==> config.mk <==
export PLATFORM = sky130hd
export DESIGN_NAME = bm_gauss_combiner
export DESIGN_NICKNAME = d
export VERILOG_FILES = /design/src/rtl/bm_gauss_combiner.sv
export SDC_FILE = /design/constraint.sdc
export NUM_CORES = 2
export LEC_CHECK = 0
export CAP_MARGIN = 5
export CORE_AREA = 2 2 378 380
export DETAILED_ROUTE_END_ITERATION = 7
export DIE_AREA = 0 0 380 382
export PLACE_DENSITY = 0.51
export SYNTH_ARGS = -nofsm -noshare
export SYNTH_HDL_FRONTEND = slang
export SYNTH_SLANG_ARGS = --single-unit
==> constraint.sdc <==
create_clock -name clk -period 21 [get_ports clk]
set_input_delay 3.15 -clock clk [delete_from_list [all_inputs] [get_ports clk]]
set_output_delay 3.15 -clock clk [all_outputs]
set_load 0.01 [all_outputs]
==> src/rtl/bm_gauss_combiner.sv <==
// rtl/bm_gauss_combiner.sv - Box-Muller output stage: f*g products, round/saturate, warm-up discard, output FIFO
//
// Purpose:
//   Multiplies the radius term f by the sin/cos terms g0/g1. The g terms are
//   delayed by G_DLY accepted samples so that they line up with f. Each
//   product is rounded half-up by SHIFT bits and saturated to OUT_W bits.
//   The first WARMUP accepted samples after reset/flush are discarded. The
//   remaining result pairs are queued in a DEPTH-entry first-word-fall-through
//   FIFO with a ready/valid output.
//
// Ports:
//   clk          in   clock
//   reset        in   asynchronous, active-high reset
//   flush        in   synchronous clear of delay line, warm-up, product stage, FIFO
//   in_en        in   sample accept strobe
//   f_in         in   signed radius term            [F_W]
//   g0_in/g1_in  in   signed cos/sin terms          [G_W]
//   out_valid    out  FIFO head valid
//   out_ready    in   consumer accepts
//   x0_out       out  result 0 (MODE 1: serial x0 then x1)  [OUT_W]
//   x1_out       out  result 1 (MODE 1: always 0)           [OUT_W]
//   out_sel      out  MODE 1 half being presented (0 = x0, 1 = x1)
//   almost_full  out  FIFO count >= DEPTH-2 (registered)
//   sat          out  one-cycle pulse when a kept product pair clamped
//   drop_cnt     out  saturating count of pairs dropped on a full FIFO

module bm_gauss_combiner #(
  parameter int F_W    = 17,
  parameter int G_W    = 16,
  parameter int OUT_W  = 16,
  parameter int SHIFT  = 15,
  parameter int G_DLY  = 12,
  parameter int WARMUP = 15,
  parameter int DEPTH  = 8,
  parameter int MODE   = 0
) (
  input  logic                    clk,
  input  logic                    reset,
  input  logic                    flush,
  input  logic                    in_en,
  input  logic signed [F_W-1:0]   f_in,
  input  logic signed [G_W-1:0]   g0_in,
  input  logic signed [G_W-1:0]   g1_in,
  output logic                    out_valid,
  input  logic                    out_ready,
  output logic signed [OUT_W-1:0] x0_out,
  output logic signed [OUT_W-1:0] x1_out,
  output logic                    out_sel,
  output logic                    almost_full,
  output logic                    sat,
  output logic [15:0]             drop_cnt
);

  // One extra bit above the full product width so the rounding add cannot wrap.
  localparam int P_W  = F_W + G_W;
  localparam int R_W  = P_W + 1;
  localparam int AW   = $clog2(DEPTH);
  localparam int CW   = AW + 1;
  localparam int WC_W = (WARMUP < 1) ? 1 : $clog2(WARMUP + 1);

  localparam logic signed [R_W-1:0] RND   = R_W'(64'sd1 <<< (SHIFT - 1));
  localparam logic signed [R_W-1:0] MAX_R = R_W'((64'sd1 <<< (OUT_W - 1)) - 64'sd1);
  localparam logic signed [R_W-1:0] MIN_R = R_W'(-(64'sd1 <<< (OUT_W - 1)));

  // ---------------------------------------------------------------------------
  // Rounding and saturation of one product
  // ---------------------------------------------------------------------------
  function automatic logic signed [OUT_W-1:0] round_sat(
    input  logic signed [F_W-1:0] f,
    input  logic signed [G_W-1:0] g,
    output logic                  clamped
  );
    logic signed [R_W-1:0] p;
    logic signed [R_W-1:0] r;
    p = R_W'(f) * R_W'(g);
    p = p + RND;
    r = p >>> SHIFT;
    clamped = 1'b0;
    if (r > MAX_R) begin
      r       = MAX_R;
      clamped = 1'b1;
    end else if (r < MIN_R) begin
      r       = MIN_R;
      clamped = 1'b1;
    end
    return OUT_W'(r);
  endfunction

  // ---------------------------------------------------------------------------
  // g delay line: advances only on accepted samples. It is cleared to zero,
  // so the tap naturally reads 0 until G_DLY samples have been accepted.
  // ---------------------------------------------------------------------------
  logic signed [G_W-1:0] dly0_q [G_DLY];
  logic signed [G_W-1:0] dly1_q [G_DLY];
  logic signed [G_W-1:0] gd0;
  logic signed [G_W-1:0] gd1;

  assign gd0 = dly0_q[G_DLY-1];
  assign gd1 = dly1_q[G_DLY-1];

  always_ff @(posedge clk or posedge reset) begin
    if (reset) begin
      for (int i = 0; i < G_DLY; i++) begin
        dly0_q[i] <= '0;
        dly1_q[i] <= '0;
      end
    end else if (flush) begin
      for (int i = 0; i < G_DLY; i++) begin
        dly0_q[i] <= '0;
        dly1_q[i] <= '0;
      end
    end else if (in_en) begin
      dly0_q[0] <= g0_in;
      dly1_q[0] <= g1_in;
      for (int i = 1; i < G_DLY; i++) begin
        dly0_q[i] <= dly0_q[i-1];
        dly1_q[i] <= dly1_q[i-1];
      end
    end
  end

  // ---------------------------------------------------------------------------
  // Warm-up counter: saturates at WARMUP. Samples are kept once it has saturated.
  // ---------------------------------------------------------------------------
  logic [WC_W-1:0] warm_q;
  logic            warm_done;

  assign warm_done = (warm_q == WC_W'(WARMUP));

  always_ff @(posedge clk or posedge reset) begin
    if (reset) begin
      warm_q <= '0;
    end else if (flush) begin
      warm_q <= '0;
    end else if (in_en && !warm_done) begin
      warm_q <= warm_q + WC_W'(1);
    end
  end

  // ---------------------------------------------------------------------------
  // Product stage
  // ---------------------------------------------------------------------------
  logic signed [OUT_W-1:0] prod_x0_d, prod_x1_d;
  logic signed [OUT_W-1:0] prod_x0_q, prod_x1_q;
  logic                    clamp0, clamp1;
  logic                    prod_v_q;
  logic                    sat_q;

  always_comb begin
    clamp0    = 1'b0;
    clamp1    = 1'b0;
    prod_x0_d = round_sat(f_in, gd0, clamp0);
    prod_x1_d = round_sat(f_in, gd1, clamp1);
  end

  always_ff @(posedge clk or posedge reset) begin
    if (reset) begin
      prod_v_q  <= 1'b0;
      sat_q     <= 1'b0;
      prod_x0_q <= '0;
      prod_x1_q <= '0;
    end else if (flush) begin
      prod_v_q  <= 1'b0;
      sat_q     <= 1'b0;
    end else begin
      prod_v_q <= in_en && warm_done;
      // Discarded warm-up samples never raise sat.
      sat_q    <= in_en && warm_done && (clamp0 || clamp1);
      if (in_en) begin
        prod_x0_q <= prod_x0_d;
        prod_x1_q <= prod_x1_d;
      end
    end
  end

  assign sat = sat_q;

  // ---------------------------------------------------------------------------
  // Output FIFO (first-word-fall-through)
  // ---------------------------------------------------------------------------
  logic signed [OUT_W-1:0] mem0_q [DEPTH];
  logic signed [OUT_W-1:0] mem1_q [DEPTH];
  logic [AW-1:0]           wr_ptr_q, rd_ptr_q;
  logic [CW-1:0]           count_q, count_d;
  logic                    out_sel_q;
  logic                    almost_full_q;
  logic [15:0]             drop_cnt_q;
  logic                    xfer, pop, push, drop;

  assign out_valid = (count_q != '0);
  assign xfer      = out_valid && out_ready;
  // In MODE 1 an entry leaves only once its second half (x1) has transferred.
  assign pop       = xfer && ((MODE == 0) || out_sel_q);
  // A pop on the same edge frees a slot, so a full FIFO can still accept.
  assign push      = prod_v_q && ((count_q != CW'(DEPTH)) || pop);
  assign drop      = prod_v_q && !push;
  assign count_d   = count_q + CW'(push) - CW'(pop);

  always_ff @(posedge clk) begin
    if (push && !flush && !reset) begin
      mem0_q[wr_ptr_q] <= prod_x0_q;
      mem1_q[wr_ptr_q] <= prod_x1_q;
    end
  end

  always_ff @(posedge clk or posedge reset) begin
    if (reset) begin
      wr_ptr_q      <= '0;
      rd_ptr_q      <= '0;
      count_q       <= '0;
      out_sel_q     <= 1'b0;
      almost_full_q <= 1'b0;
      drop_cnt_q    <= '0;
    end else if (flush) begin
      wr_ptr_q      <= '0;
      rd_ptr_q      <= '0;
      count_q       <= '0;
      out_sel_q     <= 1'b0;
      almost_full_q <= 1'b0;
      drop_cnt_q    <= '0;
    end else begin
      // Pointers wrap naturally because DEPTH is a power of two.
      if (push) wr_ptr_q <= wr_ptr_q + AW'(1);
      if (pop)  rd_ptr_q <= rd_ptr_q + AW'(1);
      count_q       <= count_d;
      almost_full_q <= (count_d >= CW'(DEPTH - 2));
      if (xfer && (MODE != 0)) out_sel_q <= ~out_sel_q;
      if (drop && (drop_cnt_q != 16'hFFFF)) drop_cnt_q <= drop_cnt_q + 16'd1;
    end
  end

  // Head data is gated by out_valid so stale storage never shows after reset/flush.
  always_comb begin
    x0_out = '0;
    x1_out = '0;
    if (out_valid) begin
      if (MODE == 0) begin
        x0_out = mem0_q[rd_ptr_q];
        x1_out = mem1_q[rd_ptr_q];
      end else begin
        x0_out = out_sel_q ? mem1_q[rd_ptr_q] : mem0_q[rd_ptr_q];
      end
    end
  end

  assign out_sel     = out_sel_q;
  assign almost_full = almost_full_q;
  assign drop_cnt    = drop_cnt_q;

endmodule

## Word level (Yosys, flattened, before mapping)

Memory sizes are Yosys's and may differ from the RTL's.
Cells that the tools add are included.

- Bits of input ports: 54
- Logic and storage cells: 105
- Output and inout bits: 52
- Bits in registers: 449
- Bits in writable memories: 256
- Memories kept: 2

Memories:

| name | words | bits a word | read ports | clocked after Yosys merged registers in | wr ports | line | text |
|---|---|---|---|---|---|---|---|
| mem0_q | 8 | 16 | 1 | 0 | 1 | 181 | `logic signed [OUT_W-1:0] mem0_q [DEPTH];` |
| mem1_q | 8 | 16 | 1 | 0 | 1 | 182 | `logic signed [OUT_W-1:0] mem1_q [DEPTH];` |

- Mux-type cells: 28
- Bitwise logic cells: 1
- Multipliers: 2
- $lt $le $gt $ge: 5
- Reduce and logical (&&, ||, !) cells: 22
- Add/sub/neg operators: 8
- Equal/unequal tests: 3

Operators with widths:

| cell | count |
|---|---|
| $mux 192 | 4 |
| $mux 16 | 8 |
| $add 33x16->34 const B | 2 |
| $mul 17x16->33 | 2 |
| $gt 19x16->1 const B | 2 |
| $lt 19x16->1 const B | 2 |
| $add 16x1->16 const B | 1 |
| $ne 16x16->1 const B | 1 |
| $mux 3 | 4 |
| $mux 4 | 3 |
| $reduce_bool 2->1 | 5 |
| $logic_and 1x1->1 | 9 |
| $mux 1 | 9 |
| $add 3x1->3 const B | 2 |
| $add 4x1->4 | 1 |
| $add 4x1->4 const B | 1 |
| $eq 4x4->1 const B | 1 |
| $ge 4x3->1 const B | 1 |
| $logic_not 1->1 | 4 |
| $ne 4x4->1 const B | 1 |
| $reduce_bool 4->1 | 1 |
| $sub 4x1->4 | 1 |
| $logic_or 1x1->1 | 2 |
| $reduce_and 2->1 | 1 |
| $not 1->1 | 1 |

## Longest topological paths before layout

- Word-level depth: 9
- Depth in mapped cells: 27
- Gate-level depth less buffers: 24

## Least setup slack after synthesis

No wires, ideal clock.

- Kind: in2reg
- From: input f_in[16]
- To: register prod_x1_q[0]
- Arrival time: 9.547 ns
- Library setup time: 0.065 ns
- Path buffers: 3
- Stages: 25
- Slack: 11.388 ns
- Required time: 20.935 ns
- Path through: clkbuf_1 nand2_1 inv_1 fa_1 inv_1 fa_1 inv_1 fa_1 fa_1 fa_1 inv_1 fa_1 inv_1 ha_1 buf_2 a21o_1 a21o_1 a21oi_1 mux2_2 a31oi_1 nand3_1 or3_1 nand3_2 buf_4 o221a_2

- Longest elaborated chain between the ends: 5
- Elaborated cells on any way between the ends: 6
- Those cells by class: 1 x add/sub; 1 x mul; 2 x order compare; 2 x mux

RTL lines:

| item | line | text |
|---|---|---|
| start: declaration | 41 | `input logic signed [F_W-1:0] f_in,` |
| $mul 17x16->33 * | 75 | `p = R_W'(f) * R_W'(g);` |
| $add 33x16->34 * | 76 | `p = p + RND;` |
| $lt 19x16->1 | 82 | `end else if (r < MIN_R) begin` |
| $mux 16 | 82 |  |
| $mux 16 * | 79 | `if (r > MAX_R) begin` |
| end signal: assignment | 171 | `prod_x1_q <= prod_x1_d;` |
| end: declaration | 144 | `logic signed [OUT_W-1:0] prod_x0_q, prod_x1_q;` |

Mark *: on every way between the ends. The rest lies on a longest branch, timed or not.
A chain may end at the register's enable or synchronous reset.

## Worst setup path in the final report

- From: input f_in[16]
- To: register sat_q, in the netlist sat

- Longest elaborated chain between the ends: 8
- Elaborated cells on any way between the ends: 15
- Those cells by class: 2 x add/sub; 2 x mul; 4 x order compare; 5 x mux; 2 x reduce/logical

RTL lines:

| item | line | text |
|---|---|---|
| $mul 17x16->33 | 75 |  |
| $add 33x16->34 | 76 |  |
| $lt 19x16->1 | 82 |  |
| $mux 1 | 82 |  |
| $mux 1 | 79 |  |
| $logic_or 1x1->1 * | 168 | `sat_q <= in_en && warm_done && (clamp0 \|\| clamp1);` |
| $logic_and 1x1->1 * | 168 |  |
| $mux 1 * | 162 | `end else if (flush) begin` |
| end signal: assignment | 168 |  |
| end: declaration | 147 | `logic sat_q;` |

Marks and branches as above.

==> impl_metrics.tcl <==
set metrics [dict create \
    status "finished clean" \
    initial_core_util_pct 34.8 \
    h-tree-depth 3 \
    p_int_w 0.00248 \
    row_count 138 \
    ant_nets 0 \
    path_max_fanout 32 \
    seq_power_share_pct 44.6 \
    setup_tns_ps 0 \
    dr_total_vias 29776 \
    holdCritStartpoint "dly0_q[30]" \
    routedWlPerCell_um 17.7 \
    rsz0062_at_grt "false" \
    clockBufferDepth 3 \
    grt_max_degree 193 \
    firstDrtPassIters 5 \
    drc 0 \
    max_freq_mhz 90.7 \
    period_minus_slack_ps 11030 \
    core_area_um2 141000 \
    tightest_slew_ps 1200 \
    ir_drop_mv 0.0585 \
    start_kind "primary input" \
    synth_edf_count 256 \
    hold_viol 0 \
    leakagePower_nw 25.8 \
    power.net_switching_w 0.000840 \
    required_ps 21490 \
    synthesis.instances 4317 \
    clk_latency_ps 670 \
    root_buffer "clkbuf_16" \
    r2r_cells 22 \
    die_y_um 382 \
    hold_slack_ps 494 \
    synth_seq_cells 705 \
    maxSlewHeadroom_pct 20.1 \
    place.gp.congestion 0.805 \
    grt-ovfl-total 0 \
    cap_violations 0 \
    seq_area_frac_synth_pct 38.6 \
    r2r_slack_ps 12960 \
    fp.dieW_um 380 \
    syn_area_per_cell_um2 11.4 \
    p_clk_share_pct 42.5 \
    cts.repair.resized 0 \
    p_sw_share_pct 25.3 \
    reg2reg_from "gd0[1]" \
    grt_pass1_vias 31520 \
    hold_buffers 0 \
    whs_endpoint "gd0[14]" \
    timing.final.setup_violations 0 \
    synthDistinctLibCells 72 \
    worstReg2RegEnd "sat" \
    criticalPathCategory "in2reg" \
    finalPower_w 0.00332 \
    grt_pass1_wl_um 183000 \
    dp.final_hpwl_um 75800 \
    io_buffers 104 \
    cts_tree "built" \
    syn_area_um2 49100 \
    drive_gt1_share_pct 6.79 \
    grt_use_total_pct 15.8 \
    post-route-period-util_pct 52.5 \
    cts_buffers 81 \
    synth_flop_cell "dfrtp_1" \
    synth_nets 5103 \
    yosysWarnings 0 \
    layout_common_cells "633 x inv_1, 563 x fa_1, 497 x nor2_1, 446 x dfrtp_1, 422 x mux2i_1" \
    drt-initial-drc-count 1991 \
    cellPowerDensity_nw_per_um2 60.8 \
    die_area_um2 145000 \
    slew_viol_final 0 \
    mostFrequentLayoutCell "inv_1" \
    holdPathStages 2 \
    cts_sinks 705 \
    fin_worst_skew_ps 39.1 \
    antenna_found_initial 5 \
    timing.hold.worst.class "reg2reg" \
    syn2layout_area_growth_pct 11.3 \
    pwr-share-comb_pct 12.8 \
    viasPerCell 4.75 \
    io_pins 106 \
    post_cts_buffers 0 \
    crit_arrival_ps 11520 \
    async_flop_share_pct 63.7 \
    end_kind "flip-flop" \
    routed_wl_um 111000 \
    layout.nets 5097 \
    n_antenna_cell 0 \
    cts.reportedPaths.clkPinSlew_ps 60 \
]
worst max-delay path, cell delays in order:
cell             delay (ps)
clkdlybuf4s50_1        1030
nand2_1                 380
inv_1                   140
fa_1                    720
inv_1                   110
fa_1                    650
inv_1                   220
fa_1                    540
fa_1                    500
fa_1                    490
inv_1                    50
fa_1                    470
inv_1                    40
ha_1                    420
nand3_1                 160
o211ai_1                220
a21oi_1                  90
o21ai_0                 320
a21oi_1                 110
xor2_1                  290
o211ai_2                410
mux2i_1                 760
a21boi_0                200
worst max-delay path by stage:
stage	startpoint	to	slack [ps]	cells after the start
floorplan	reset	almost_full	5340	1
global placement	f_in[16]	sat	9220	23
detailed placement	f_in[16]	sat	9060	23
CTS	f_in[16]	sat	9810	23
global route	f_in[16]	sat	9400	23
finish	f_in[16]	sat	9970	23
state kept, by name, indices dropped and copies added, names as in the netlist:
register	count
dly1_q	176
prod_v_q	1
gd0	16
almost_full	1
count_q	4
dly0_q	176
drop_cnt	16
mem0_q	128
gd1	16
sat	1
mem1_q	128
prod_x0_q	16
wr_ptr_q	3
warm_q	4
rd_ptr_q	3
prod_x1_q	16
per-stage QoR:
step	setup WS [ps]	cells	utilization (%)	area (um2)
6_report	9970	6265	38.8	54600
3_3_place_gp	9220	6118	36.9	51900
4_1_cts	9810	6265	38.8	54600
2_1_floorplan	5340	4317	-	49100
3_5_place_dp	9060	6118	36.9	51900
5_1_grt	9400	6265	38.8	54600
power by group through the flow:
| stage | sequential [W] | clock, W | combinational, W |
|---|---|---|---|
| 2_1_floorplan | 0.00148 | 0 | 0.000287 |
| 6_report | 0.00148 | 0.00141 | 0.000427 |
| 4_1_cts | 0.00149 | 0.00146 | 0.000439 |
| 5_1_grt | 0.00149 | 0.00152 | 0.000465 |
| 3_5_place_dp | 0.00151 | 0 | 0.000439 |
| 3_3_place_gp | 0.00151 | 0 | 0.000437 |
cells by family (layout without fill, tap and decap cells):
logic type	after synthesis	count (layout)	share of synthesized area, %
adders and majority gates	732	732	27.3
and+or+nand+nor	1206	1206	11.0
buffers and inverters	865	923	6.69
muxes	487	487	11.6
DFF	705	705	38.6
other	1	1	0.00764
xor gates and xnor gates	67	67	1.23
AOI/OAI and AO/OA	254	254	3.63
cells in the mapped netlist, types with 5 or more instances:
library cell / number / area [um2]
o21a_1: 6 / 45.0
o221a_2: 15 / 169
a21oi_2: 5 / 43.8
nor2_1: 503 / 1890
dfrtp_1: 449 / 11200
xor2_1: 25 / 219
nor3_1: 13 / 65.1
nand2_1: 334 / 1250
nand3_1: 33 / 165
o211ai_1: 13 / 97.6
edfxtp_1: 256 / 7690
mux2i_1: 422 / 4220
buf_1: 62 / 233
a21o_1: 13 / 97.6
xnor2_1: 41 / 359
nand4_1: 16 / 100
o31ai_2: 11 / 138
nand2b_1: 15 / 93.8
mux4_2: 64 / 1440
nor2b_1: 10 / 62.6
and3_1: 10 / 62.6
inv_1: 634 / 2380
ha_1: 169 / 2110
buf_2: 10 / 50.1
and2_1: 249 / 1560
o21bai_1: 8 / 60.1
fa_1: 563 / 11300
clkbuf_1: 154 / 578
or3_1: 9 / 56.3
o21ai_0: 41 / 205
a21oi_1: 82 / 410
a31oi_1: 11 / 68.8
cell type report:
type	count	area [um2]
clock buffer	103	2190
clock inverter	44	503
fill	13780	86300
inverter	634	2390
multi-input combinational	2747	26900
sequential	705	18900
tap	1890	2360
timing repair buffer	142	1340
metal layers:
metal  wire length, um  track usage (%)  vias to the layer above
li1                  -                -                    13828
met1             53100             22.8                    15338
met2             52100             25.4                      509
met3              4540             2.37                       97
met4              1360             2.85                        4
met5                23                0                        -
Note: power is estimated with default switching activity, not from simulation.
